==> src/rtl/uart_packet_loader.sv <==
// Serial program loader: receives a framed, checksummed image over the UART byte stream,
// writes it to RAM, replies ACK or NAK, and holds the CPU in reset until a frame verifies.
module uart_packet_loader #(
  parameter int         ADDR_W        = 16,
  parameter int         LEN_BYTES     = 2,
  parameter logic [7:0] SYNC_BYTE     = 8'hA5,
  parameter logic [7:0] ACK_BYTE      = 8'h06,
  parameter logic [7:0] NAK_BYTE      = 8'h15,
  parameter int         TIMEOUT       = 5000000,
  parameter int         RST_HOLD      = 16,
  parameter bit         BOOT_ON_RESET = 1'b1
) (
  input  logic              clk,
  input  logic              rst,
  input  logic              trigger,
  input  logic [7:0]        rx_data,
  input  logic              rx_done,
  output logic [7:0]        tx_data,
  output logic              transmit,
  input  logic              tx_done,
  output logic [ADDR_W-1:0] ram_addr,
  output logic [7:0]        ram_data,
  output logic              ram_we,
  output logic              booting,
  output logic              cpu_rst,
  output logic              boot_rst,
  output logic              error
);
  localparam int ADDR_BYTES = ADDR_W / 8;
  localparam int LEN_W      = 8 * LEN_BYTES;
  localparam int TO_W       = $clog2(TIMEOUT + 1);
  localparam int HOLD_W     = $clog2(RST_HOLD + 1);

  typedef enum logic [3:0] {
    IDLE, URST, SYNC, ADDR, LEN, DATA, CSUM, RESP, RESP_WAIT
  } state_t;

  state_t              state;
  logic [ADDR_W-1:0]   addr_q;
  logic [LEN_W-1:0]    rem_q;
  logic [7:0]          csum;
  logic [7:0]          byte_cnt;
  logic [TO_W-1:0]     to_cnt;
  logic [HOLD_W-1:0]   hold_cnt;
  logic                trig_q;
  logic                resp_ok;

  logic [ADDR_W-1:0]   addr_next;
  logic [LEN_W-1:0]    len_next;
  logic [7:0]          csum_next;
  logic                in_frame;
  logic                timeout_hit;

  // Multi-byte fields arrive MSB first, so each new byte shifts in at the bottom.
  assign addr_next   = (addr_q << 8) | ADDR_W'(rx_data);
  assign len_next    = (rem_q << 8) | LEN_W'(rx_data);
  assign csum_next   = csum + rx_data;
  assign in_frame    = (state == ADDR) || (state == LEN) || (state == DATA) || (state == CSUM);
  // A byte arriving on the expiry cycle takes precedence over the timeout.
  assign timeout_hit = in_frame && !rx_done && (to_cnt == TO_W'(TIMEOUT - 1));

  always_ff @(posedge clk) begin
    if (!rst) begin
      state    <= BOOT_ON_RESET ? URST : IDLE;
      booting  <= BOOT_ON_RESET;
      cpu_rst  <= BOOT_ON_RESET;
      boot_rst <= 1'b0;
      tx_data  <= '0;
      transmit <= 1'b0;
      ram_addr <= '0;
      ram_data <= '0;
      ram_we   <= 1'b0;
      error    <= 1'b0;
      addr_q   <= '0;
      rem_q    <= '0;
      csum     <= '0;
      byte_cnt <= '0;
      to_cnt   <= '0;
      hold_cnt <= '0;
      resp_ok  <= 1'b0;
      trig_q   <= trigger;
    end else begin
      trig_q   <= trigger;
      ram_we   <= 1'b0;
      transmit <= 1'b0;
      if (in_frame) to_cnt <= rx_done ? '0 : to_cnt + TO_W'(1);

      if (timeout_hit) begin
        error   <= 1'b1;
        tx_data <= NAK_BYTE;
        resp_ok <= 1'b0;
        state   <= RESP;
      end else begin
        case (state)
          IDLE: begin
            booting <= 1'b0;
            cpu_rst <= 1'b0;
            if (trigger && !trig_q) begin
              booting  <= 1'b1;
              cpu_rst  <= 1'b1;
              hold_cnt <= '0;
              state    <= URST;
            end
          end
          URST: begin
            booting <= 1'b1;
            cpu_rst <= 1'b1;
            if (hold_cnt == HOLD_W'(RST_HOLD)) begin
              boot_rst <= 1'b0;
              state    <= SYNC;
            end else begin
              boot_rst <= 1'b1;
              hold_cnt <= hold_cnt + HOLD_W'(1);
            end
          end
          SYNC: begin
            if (rx_done && rx_data == SYNC_BYTE) begin
              csum     <= '0;
              byte_cnt <= '0;
              to_cnt   <= '0;
              state    <= ADDR;
            end
          end
          ADDR: begin
            if (rx_done) begin
              addr_q <= addr_next;
              csum   <= csum_next;
              if (byte_cnt == 8'(ADDR_BYTES - 1)) begin
                byte_cnt <= '0;
                state    <= LEN;
              end else begin
                byte_cnt <= byte_cnt + 8'd1;
              end
            end
          end
          LEN: begin
            if (rx_done) begin
              rem_q <= len_next;
              csum  <= csum_next;
              if (byte_cnt == 8'(LEN_BYTES - 1)) begin
                byte_cnt <= '0;
                state    <= (len_next == '0) ? CSUM : DATA;
              end else begin
                byte_cnt <= byte_cnt + 8'd1;
              end
            end
          end
          DATA: begin
            if (rx_done) begin
              ram_we   <= 1'b1;
              ram_data <= rx_data;
              ram_addr <= addr_q;
              addr_q   <= addr_q + ADDR_W'(1);
              csum     <= csum_next;
              rem_q    <= rem_q - LEN_W'(1);
              if (rem_q == LEN_W'(1)) state <= CSUM;
            end
          end
          CSUM: begin
            if (rx_done) begin
              resp_ok <= (csum_next == 8'h00);
              tx_data <= (csum_next == 8'h00) ? ACK_BYTE : NAK_BYTE;
              error   <= (csum_next != 8'h00);
              state   <= RESP;
            end
          end
          RESP: begin
            transmit <= 1'b1;
            state    <= RESP_WAIT;
          end
          RESP_WAIT: begin
            if (tx_done) begin
              if (resp_ok) begin
                booting <= 1'b0;
                cpu_rst <= 1'b0;
                state   <= IDLE;
              end else begin
                state   <= SYNC;
              end
            end
          end
          default: state <= IDLE;
        endcase
      end
    end
  end
endmodule

==> config.mk <==
export PLATFORM = sky130hd
export DESIGN_NAME = uart_packet_loader
export DESIGN_NICKNAME = d
export VERILOG_FILES = /design/src/rtl/uart_packet_loader.sv
export SDC_FILE = /design/constraint.sdc
export NUM_CORES = 1
export LEC_CHECK = 0
export ABC_AREA = 1
export BUFFER_PORTS_ARGS = -buffer_cell sky130_fd_sc_hd__buf_2
export CAP_MARGIN = 20
export CORE_MARGIN = 10
export CORE_UTILIZATION = 60
export DETAILED_ROUTE_END_ITERATION = 8
export PLACE_DENSITY = 0.89
export SLEW_MARGIN = 0
export SYNTH_ARGS = -nofsm -noshare
export SYNTH_HDL_FRONTEND = slang
export SYNTH_SLANG_ARGS = --single-unit
==> constraint.sdc <==
create_clock -name clk -period 3.2 [get_ports clk]
set_clock_uncertainty 0.2 [all_clocks]
set_input_delay 0.8 -clock clk [delete_from_list [all_inputs] [get_ports clk]]
set_output_delay 0.8 -clock clk [all_outputs]
set_load 0.1 [all_outputs]
* Yosys cells after proc, flatten, opt, wreduce, memory -nomap -nowiden
Index checks and enable logic that the tools add are counted.
** Storage, ports and cells
- Register bits after elaboration :: 116
- Input port bits :: 13
- Output and inout bits :: 38
- Logic and storage cells :: 155
** Cells by class
- Add/subtract/negate cells :: 6
- Equality and inequality tests :: 39
- Mux-type cells :: 49
- Bitwise logic cells :: 5
- Reductions and logical operators :: 37
** Operators by type and width (count)
- $mux W23 :: 5
- $mux W16 :: 4
- $pmux W16 S2 :: 2
- $mux W4 :: 11
- $pmux W4 S9 :: 1
- $mux W8 :: 4
- $or A16 B8 Y16 :: 2
- $pmux W8 S2 :: 2
- $mux W5 :: 6
- $ne A3 B3 Y1 const B :: 8
- $reduce_and A4 Y1 :: 6
- $add A23 B1 Y23 const B :: 1
- $eq A23 B23 Y1 const B :: 1
- $reduce_and A11 Y1 :: 2
- $ne A2 B2 Y1 const B :: 10
- $add A16 B1 Y16 const B :: 1
- $eq A16 B1 Y1 const B :: 1
- $eq A4 B3 Y1 const B :: 4
- $logic_not A16 Y1 :: 1
- $sub A16 B1 Y16 const B :: 1
- $reduce_bool A2 Y1 :: 7
- $ne A2 B1 Y1 const B :: 5
- $pmux W5 S2 :: 1
- $mux W1 :: 9
- 25 further kinds :: 41

* Logic depth before layout (Yosys ltp)
Gate-level depths: netlist of the first run.
- Word-level depth :: 8
- Depth in mapped cells :: 14
- Depth with buffers taken out :: 13

* Worst setup path before layout of the first run
Ideal clock, no wire load.
- Path kind :: input to register
- Start point :: input rx_data[0]
- End point :: register tx_data[0]
- Setup time :: 0.140 ns
- Arrival :: 2.203 ns
- Path slack :: 0.658 ns
- Stages on the path :: 9
- Path buffers :: 0
- Cell sequence :: ha_1 > fa_1 > or2_2 > nor2_1 > nand3_1 > nor2_1 > nand3_1 > nand2_1 > a21oi_1
** Between the ends
- Word-level cells in the longest chain between the ends :: 6
** RTL lines
- from (decl) :: RTL line 16 : input logic [7:0] rx_data,
- $add A8 B8 Y8 :: RTL line 57 : assign csum_next = csum + rx_data;
- $logic_not A8 Y1 :: RTL line 162 : tx_data <= (csum_next == 8'h00) ? ACK_BYTE : NAK_BYTE;
- $mux W5 :: RTL line 162
- $mux W5 :: RTL line 160 : if (rx_done) begin
- $mux W5 :: RTL line 94 : case (state)
- $mux W5 :: RTL line 88 : if (timeout_hit) begin
- to (signal assigned) :: RTL line 162
- to (decl) :: RTL line 18 : output logic [7:0] tx_data,
Every way passes these cells. The select of a mux whose other input is x is not followed.
A chain may end at the register's enable or synchronous reset.

* Worst setup path after layout of the first run
- Start point :: register state[2]
- End point :: register addr_q[7]
** Between the ends
- Word-level cells in the longest chain between the ends :: 8
- Elaborated cells on any way between the ends :: 15
- Classes of those cells :: eq/ne (6); mux (1); bitwise (1); reduce/logical (7)
** RTL lines
- from (decl) :: RTL line 38 : state_t state;
- from (signal assigned) :: RTL line 64 : state <= BOOT_ON_RESET ? URST : IDLE;
- from (signal assigned) :: RTL line 142 : state <= (len_next == '0) ? CSUM : DATA;
- $eq A4 B2 Y1 / $eq A4 B3 Y1 (equally long branches) :: RTL line 58, 94
- $logic_or A1 B1 Y1 (3 in a row) :: RTL line 58 : assign in_frame = (state == ADDR) || (state == LEN) || (state == DATA) || (state == CSUM);
- $logic_and A1 B1 Y1 (2 in a row) :: RTL line 60 : assign timeout_hit = in_frame && !rx_done && (to_cnt == TO_W'(TIMEOUT - 1));
- $not A1 Y1 (no line)
- $reduce_and A4 Y1 (no line)
- to (signal assigned) :: RTL line 126 : addr_q <= addr_next;
- to (signal assigned) :: RTL line 153 : addr_q <= addr_q + ADDR_W'(1);
- to (decl) :: RTL line 39 : logic [ADDR_W-1:0] addr_q;
Several ways; a longest one is shown, not always the timed one.

==> results of run 1 <==
cells by family after synthesis:
family,after synthesis
xor+xnor,18
fa+ha+maj,17
compound gates,202
other cells,1
flops,113
buf+inv,146
simple gates,497
report_power, final:
group | total, mW | internal [mW] | switching [mW]
Sequential | 1.82 | 1.63 | 0.195
Combinational | 2.99 | 0.813 | 2.18
Clock | 1.71 | 1.01 | 0.695
synthesized netlist by cell type (3+ instances only):
master    instances  share of area (%)
nand2_1         244                 14
inv_1           106                6.1
o21ai_0          66                5.1
xnor2_1           6               0.81
a21oi_2           8                1.1
a21oi_1         100                7.7
a31oi_1           6               0.58
ha_1             16                3.1
a211oi_1          8               0.93
dfxtp_1         113                 35
nand2_2           3               0.29
clkbuf_1         14               0.81
o21ai_1           3               0.23
nand3_1          81                6.3
buf_2            10               0.77
nand3b_1          4               0.46
o211ai_1          3               0.35
or2_2             5               0.48
buf_4             7               0.81
nor3_1           16                1.2
nor2_1          116                6.7
nor2_4            3               0.52
inv_2             3               0.17
nor3b_1           3               0.35
nand4_1          14                1.4
xor2_1           12                1.6
path summary, 6_finish.rpt:
kind / startpoint / depth (start not counted) / to / slack [ns]
worst max-delay path: state[2] / 9 / addr_q[7] / 0.70
worst min-delay path: trigger / 1 / trig_q / 0.19
worst max register to register: state[2] / 9 / addr_q[7] / 0.70
worst min register to register: ram_addr[8] / 2 / ram_addr[8] / 0.26
final cells by class:
type	instances	area, um2
repair buffers	53	283
flip-flops and latches	113	2260
well taps	136	170
fillers	885	3100
inverters	113	429
clock inverters	11	81.3
multi-input cells	738	3630
clock buffers	21	459
worst max-delay path: stages (launching register included):
cell and delay, ns:
dfxtp_1 0.36, inv_2 0.07, nor2_4 0.15, nand2_1 0.16
nor2_4 0.14, nand2_1 0.33, nand2_2 0.41, o21ai_0 0.26
o21ai_0 0.23, a21oi_1 0.06
layer usage:
| metal | GRT usage (%) | vias up | part of all wire (%) |
|---|---|---|---|
| li1 | - | 3331 | - |
| met1 | 27.8 | 3038 | 44 |
| met2 | 35.0 | 262 | 47 |
| met3 | 4.84 | 51 | 6.4 |
| met4 | 9.35 | 0 | 2.5 |
| met5 | 0 | - | 0 |
layout by cell type, fill, tap and decap left out, drive strengths merged:
cell type  count
nor3          17
xor2          12
a31oi          6
nand3         81
a211oi         8
nand2        249
nand4         14
clkinvlp       6
conb           4
o22ai          2
xnor2          6
inv          113
o21ai         69
o21a           2
clkinv         5
o21bai         1
fa             1
nand3b         4
a221oi         1
nor2         122
nor4           2
buf           53
ha            16
nor3b          3
a21o           1
a21oi        108
or2            5
dfxtp        113
o31a           1
clkbuf        21
o211ai         3
registers in the layout (all words and copies together), names as in the netlist, 5 cells and up:
signal,count
to_cnt,23
addr_q,16
ram_addr,16
rem_q,16
byte_cnt,8
csum,8
ram_data,8
hold_cnt,5
stage by stage:
stage | cell area (um2) | hold slack (ns) | instances | util [%]
2_1_floorplan | 6490 | 0.245 | 997 | -
3_3_place_gp | 6770 | 0.251 | 1153 | 65.0
3_5_place_dp | 6770 | 0.254 | 1153 | 65.0
4_1_cts | 7310 | 0.177 | 1185 | 70.2
5_1_grt | 7310 | 0.184 | 1185 | 70.2
6_report | 7310 | 0.191 | 1185 | 70.2
==> flow_summary.toml, run 1 <==
[run_status]
status = "completed"

[setup_path]
crit_type = "reg2reg"
end_kind = "flip-flop"
cp.arrival_ns = 2.71
critPathMaxFanout = 17
cp.required_ns = 3.41
start_kind = "flip-flop"

[synth]
synth_top_family_by_area = "simple AND/OR/NAND/NOR gates"
yosysWarnings = 0
synth_seq_cells = 113
synthCells = 994
yosys.area_share.simple_pct = 33.0
netlist_area_um2 = 6480
synthXorXnorAreaFrac_pct = 2.43
yosysSeqAreaShare_pct = 34.9
synth_cell_type_count = 43
synth-async-reset-ratio_pct = 0
syn_area_per_cell_um2 = 6.52
synth-compound-area-share_pct = 16.9
synth_adder_area_share_pct = 3.40
synthMuxAreaShare_pct = 0
synth-edff-count = 0
synthFlopType = "dfxtp_1"

[job]
cap_violations = 0

[drt]
viasPerCell = 5.64
drc = 0
drtIter0Drc = 733
dr.pass1.iters = 5
drt-total-wl_mm = 16.7
wl_per_cell_um = 14.1
ant_nets = 0
vias = 6682

[pwr]
leakage_nw = 3.14
powerDensity_nw_per_um2 = 892
irDropWorstVdd_mv = 0.599
power_mw = 6.53

[clocking]
cts-resized-gates = 0
root_buffer = "clkbuf_8"
numCtsBuffers = 17
cts_tree = "built"
clkSinkCount = 113
htree_levels = 4
clockBufferDepth = 2
postCtsHoldBufs = 0
postCtsSetupBuffers = 0
clk_pin_slew_ns = 0.06
clock_latency_ns = 0.54

[placed_design]
port_buffers = 46
pre_cts_ws_ns = 0.401
dp_hpwl_mm = 11.4
gp_congestion = 0.935

[global_route]
grt-ovfl-total = 0
grt_max_degree = 43
grt_pass1_vias = 5837
grt_use_total_pct = 21.9
grt_pass1_wl_mm = 27.5
antenna_found_initial = 0

[die]
start_util_pct = 62.2
die-width_um = 124
core.rowCount = 37
core_um2 = 10400
dieArea_um2 = 15400
ios = 51
die_h_um = 124

[timing]
min_period_ns = 2.50
rsz0062_at_grt = "false"
timing.final.crit_share_pct = 78.2
setup_viol = 0
finalHoldViolations = 0
drv_slew = 0
worstMarginPinSlew_ns = 0.545
tns_ns = 0
slew_headroom_pct = 63.4
clock.fmax_mhz = 399
setup_slack_ns = 0.697

[layout]
area_delta_synth_final_pct = 12.9
drive_above_1_share_pct = 10.9
layout.nets = 1066
diodes = 0

[hold_path]
hold_class = "in2reg"
Power figures use the tool's default switching activity.
==> run 2: changes to the inputs <==
- clock period: 3.2 -> 2.5 ns (I/O delays scaled with it)
==> flow_summary.toml, run 2 (same netlist as run 1, synthesis figures left out) <==
[run_status]
status = "completed"

[global_route]
grt_pass1_wl_mm = 28.2
antenna_found_initial = 0
grt_pass1_vias = 6213
grt-ovfl-total = 0
grt_max_degree = 40
grt_use_total_pct = 22.2

[pwr]
p_int_mw = 4.52
irDropWorstVdd_mv = 0.824
powerDensity_nw_per_um2 = 1150
p_sw_mw = 4.02
combinationalPowerShare_pct = 45.9
clkPwrFrac_pct = 26.9
seqPwrFrac_pct = 27.2
switching_share_pct = 47.1
leakage_nw = 3.20

[timing]
drv_slew = 0
min_period_ns = 2.20
setup_viol = 0
worstMarginPinSlew_ns = 0.567
rsz0062_at_grt = "false"
clock.fmax_mhz = 455
setup_slack_ns = 0.303
timing.final.crit_share_pct = 87.9
slew_headroom_pct = 62.2
finalHoldViolations = 0

[clocking]
cts-resized-gates = 0
cts_tree = "built"
htree_levels = 4
root_buffer = "clkbuf_8"
postCtsSetupBuffers = 0
clkSinkCount = 113
clock_latency_ns = 0.54
clk_pin_slew_ns = 0.06
postCtsHoldBufs = 1
numCtsBuffers = 17
clockBufferDepth = 2

[setup_path]
crit_chain = "buf_2"
r2r-start = "to_cnt[1]"
worst_r2r_path_depth = 12
cp_num_cells = 1
critPathMaxFanout = 3
startpoint = "tx_data[1]"
start_kind = "flip-flop"
end_kind = "primary output"
cp.required_ns = 1.67
cpPeakStageDelay_ns = 0.45
crit_family = "buffers and inverters"
cp_slowest_cell = "buf_2"
crit_type = "reg2out"
cp.arrival_ns = 1.37
critPathBufInv = 1

[hold_path]
hold_depth = 3
hp-start = "rx_data[2]"
hold_class = "in2reg"

[layout]
layout.nets = 1075
largest_register_ffs = 23
largest_register = "to_cnt"
diodes = 0
finalNonFillerCells = 1194
area_delta_synth_final_pct = 14.7
nFillCells = 810
final_common_cell = "nand2_1"
drive_above_1_share_pct = 11.6
layout_common_cells = "nand2_1 (244), nor2_1 (116), dfxtp_1 (113)"

[placed_design]
port_buffers = 46
dp_hpwl_mm = 11.5
gp_congestion = 0.935
dp.cells = 1161
pre_cts_ws_ns = -0.0481

[die]
die_h_um = 124
core_um2 = 10400
dieArea_um2 = 15400
core.rowCount = 37
die-width_um = 124
ios = 51
start_util_pct = 62.2

[drt]
drt-total-wl_mm = 16.7
viasPerCell = 5.64
wl_per_cell_um = 14.0
drc = 0
drtIter0Drc = 689
ant_nets = 0
dr.pass1.iters = 6
vias = 6735

[job]
cap_violations = 0
-- run 2: changes by cell type in the layout (fill, tap and decap cells not counted), sizes merged, moves of 2 or more --
| cell | previous run | this run |
|---|---|---|
| clkbuf | 21 | 17 |
| clkinv | 5 | 3 |
| buf | 53 | 61 |
| inv | 113 | 119 |
-- run 2: layer usage --
layer	up-vias	global-route usage, %	share of wire (%)
li1	3369	-	-
met1	3047	27.4	43
met2	270	36.4	48
met3	49	4.98	6.9
met4	0	10.1	2.9
met5	-	0	0
-- run 2: final timing paths --
kind                 end  slack (ns)
max           tx_data[1]        0.30
min          ram_data[2]        0.19
max reg2reg  byte_cnt[3]        0.31
min reg2reg  ram_addr[8]        0.26
-- run 2: power groups by stage --
stage               Combinational [mW]  Sequential, mW  Clock (mW)
finish                            3.93            2.33        2.30
global route                      4.37            2.37        2.39
CTS                               3.87            2.32        2.32
detailed placement                3.81            2.35           0
global placement                  3.75            2.35           0
floorplan                         2.63            2.75           0
-- run 2: per-stage QoR --
step                setup TNS [ns]  instance area [um2]  hold WS [ns]  util [%]  total power [mW]
finish                           0                 7430         0.185      71.3              8.55
CTS                              0                 7430         0.167      71.3              8.51
global placement           -0.0623                 6860         0.249      65.8              6.10
floorplan                        0                 6490         0.245         -              5.38
detailed placement         -0.0957                 6860         0.251      65.8              6.16
global route                     0                 7430         0.194      71.3              9.12
-- run 2: final cells by class --
cell class	instances	area (um2)	area share, %
clock buffer	17	414	5.57
timing repair buffer	62	378	5.09
tap	136	170	2.29
clock inverter	15	149	2.00
inverter	113	429	5.78
sequential	113	2260	30.4
multi-input combinational	738	3630	48.8
==> run 3: changes to the inputs <==
- PLACE_DENSITY: 0.89 -> 0.88
==> flow_summary.toml, run 3 (same netlist as run 1, synthesis figures left out) <==
[timing]
timing.final.crit_share_pct = 89.5
tns_ns = 0
worstMarginPinSlew_ns = 0.549
hold_ws_ns = 0.187
setup_viol = 0
min_period_ns = 2.24
setup_slack_ns = 0.264
rsz0062_at_grt = "false"
finalHoldViolations = 0
slew_headroom_pct = 63.4
clock.fmax_mhz = 447
drv_slew = 0

[placed_design]
dp.cells = 1160
pre_cts_ws_ns = -0.0815
placed_cell_area_um2 = 6860
dp_hpwl_mm = 11.8
gp_congestion = 0.907
port_buffers = 46

[pwr]
leakage_nw = 3.23
p_int_mw = 4.89
p_sw_mw = 3.97
irDropWorstVdd_mv = 0.957
combinationalPowerShare_pct = 44.8
powerDensity_nw_per_um2 = 1180
seqPwrFrac_pct = 26.4
power_mw = 8.86
clkPwrFrac_pct = 28.9
switching_share_pct = 44.8

[clocking]
cts-resized-gates = 0
clkSinkCount = 113
cts_tree = "built"
postCtsHoldBufs = 1
postCtsSetupBuffers = 0
numCtsBuffers = 17
clk_pin_slew_ns = 0.06
htree_levels = 4
clockBufferDepth = 2
clock_latency_ns = 0.54
root_buffer = "clkbuf_8"

[drt]
ant_nets = 0
vias = 6711
drc = 0
drtIter0Drc = 713
wl_per_cell_um = 14.7
dr.pass1.iters = 6
viasPerCell = 5.63
drt-total-wl_mm = 17.5

[global_route]
busiest_layer = "met2"
met1_usage_pct = 28.1
use_met2_pct = 39.4
grt_max_degree = 37
grt-ovfl-total = 0
met3_usage_pct = 6.29
grt_pass1_wl_mm = 29.7
grt_pass1_vias = 6415
grt_use_total_pct = 23.6
antenna_found_initial = 0

[layout]
fin_util_pct = 71.8
layout.nets = 1074
finalNonFillerCells = 1191
drive_above_1_share_pct = 11.2
largest_register = "to_cnt"
layout_common_cells = "nand2_1 (244), nor2_1 (116), dfxtp_1 (113)"
area_delta_synth_final_pct = 15.5
largest_register_ffs = 23
stdcell_area_um2 = 7480
diodes = 0
final_common_cell = "nand2_1"
nFillCells = 863

[die]
core_um2 = 10400
dieArea_um2 = 15400
die-width_um = 124
die_h_um = 124
start_util_pct = 62.2
core.rowCount = 37
ios = 51

[setup_path]
start_kind = "flip-flop"
crit_type = "reg2reg"
end_kind = "flip-flop"
rrSetupSlack_ns = 0.26
cp.required_ns = 2.78
cp.arrival_ns = 2.51
critPathMaxFanout = 10

[job]
cap_violations = 0

[hold_path]
hold_class = "in2reg"

[run_status]
status = "completed"
-- run 3: cell types whose count changed in the layout (fill, tap and decap cells not counted), sizes merged --
cell / before / now
inv: 119 / 111
bufinv: 1 / 5
clkinv: 3 / 6
clkinvlp: 5 / 2
clkbuf: 17 / 19
buf: 61 / 60
-- run 3: power by group through the flow --
stage                     Combinational (mW)  Sequential, mW  Clock (mW)
final                                   3.97            2.34        2.56
after global routing                    4.43            2.38        2.64
after CTS                               3.92            2.33        2.57
after detailed placement                3.83            2.35           0
after global placement                  3.74            2.35           0
after floorplan                         2.63            2.75           0
-- run 3: path summary, 6_finish.rpt --
| kind | startpoint | end | cells past startpoint |
|---|---|---|---|
| worst max-delay path | to_cnt[1] | byte_cnt[4] | 12 |
| worst min-delay path | rx_data[3] | ram_data[3] | 3 |
| worst max register to register | to_cnt[1] | byte_cnt[4] | 12 |
| worst min register to register | ram_addr[8] | ram_addr[8] | 2 |
-- run 3: critical path, cell delays in order (launching register included) --
cell,delay (ns)
dfxtp_1,0.38
ha_1,0.19
nand2_1,0.08
nor2_1,0.26
inv_1,0.07
nor2_1,0.13
nand3_1,0.15
nor2_4,0.16
nor2_2,0.06
buf_4,0.17
nand2_4,0.11
nand2_1,0.09
a21oi_2,0.11
-- run 3: area by class of cell --
cell class	instances	area [um2]	share of cell area (%)
repair buffers	61	383	5.12
flip-flops and latches	113	2260	30.2
multi-input cells	738	3630	48.5
clock buffers	19	422	5.64
inverters	113	429	5.74
well taps	136	170	2.27
clock inverters	11	189	2.53
-- run 3: per-layer routing --
metal / vias to the layer above / wire, um
met1: 3065 / 7430
met4: 0 / 501
met5: - / 0
li1: 3347 / -
met3: 54 / 1120
met2: 245 / 8410
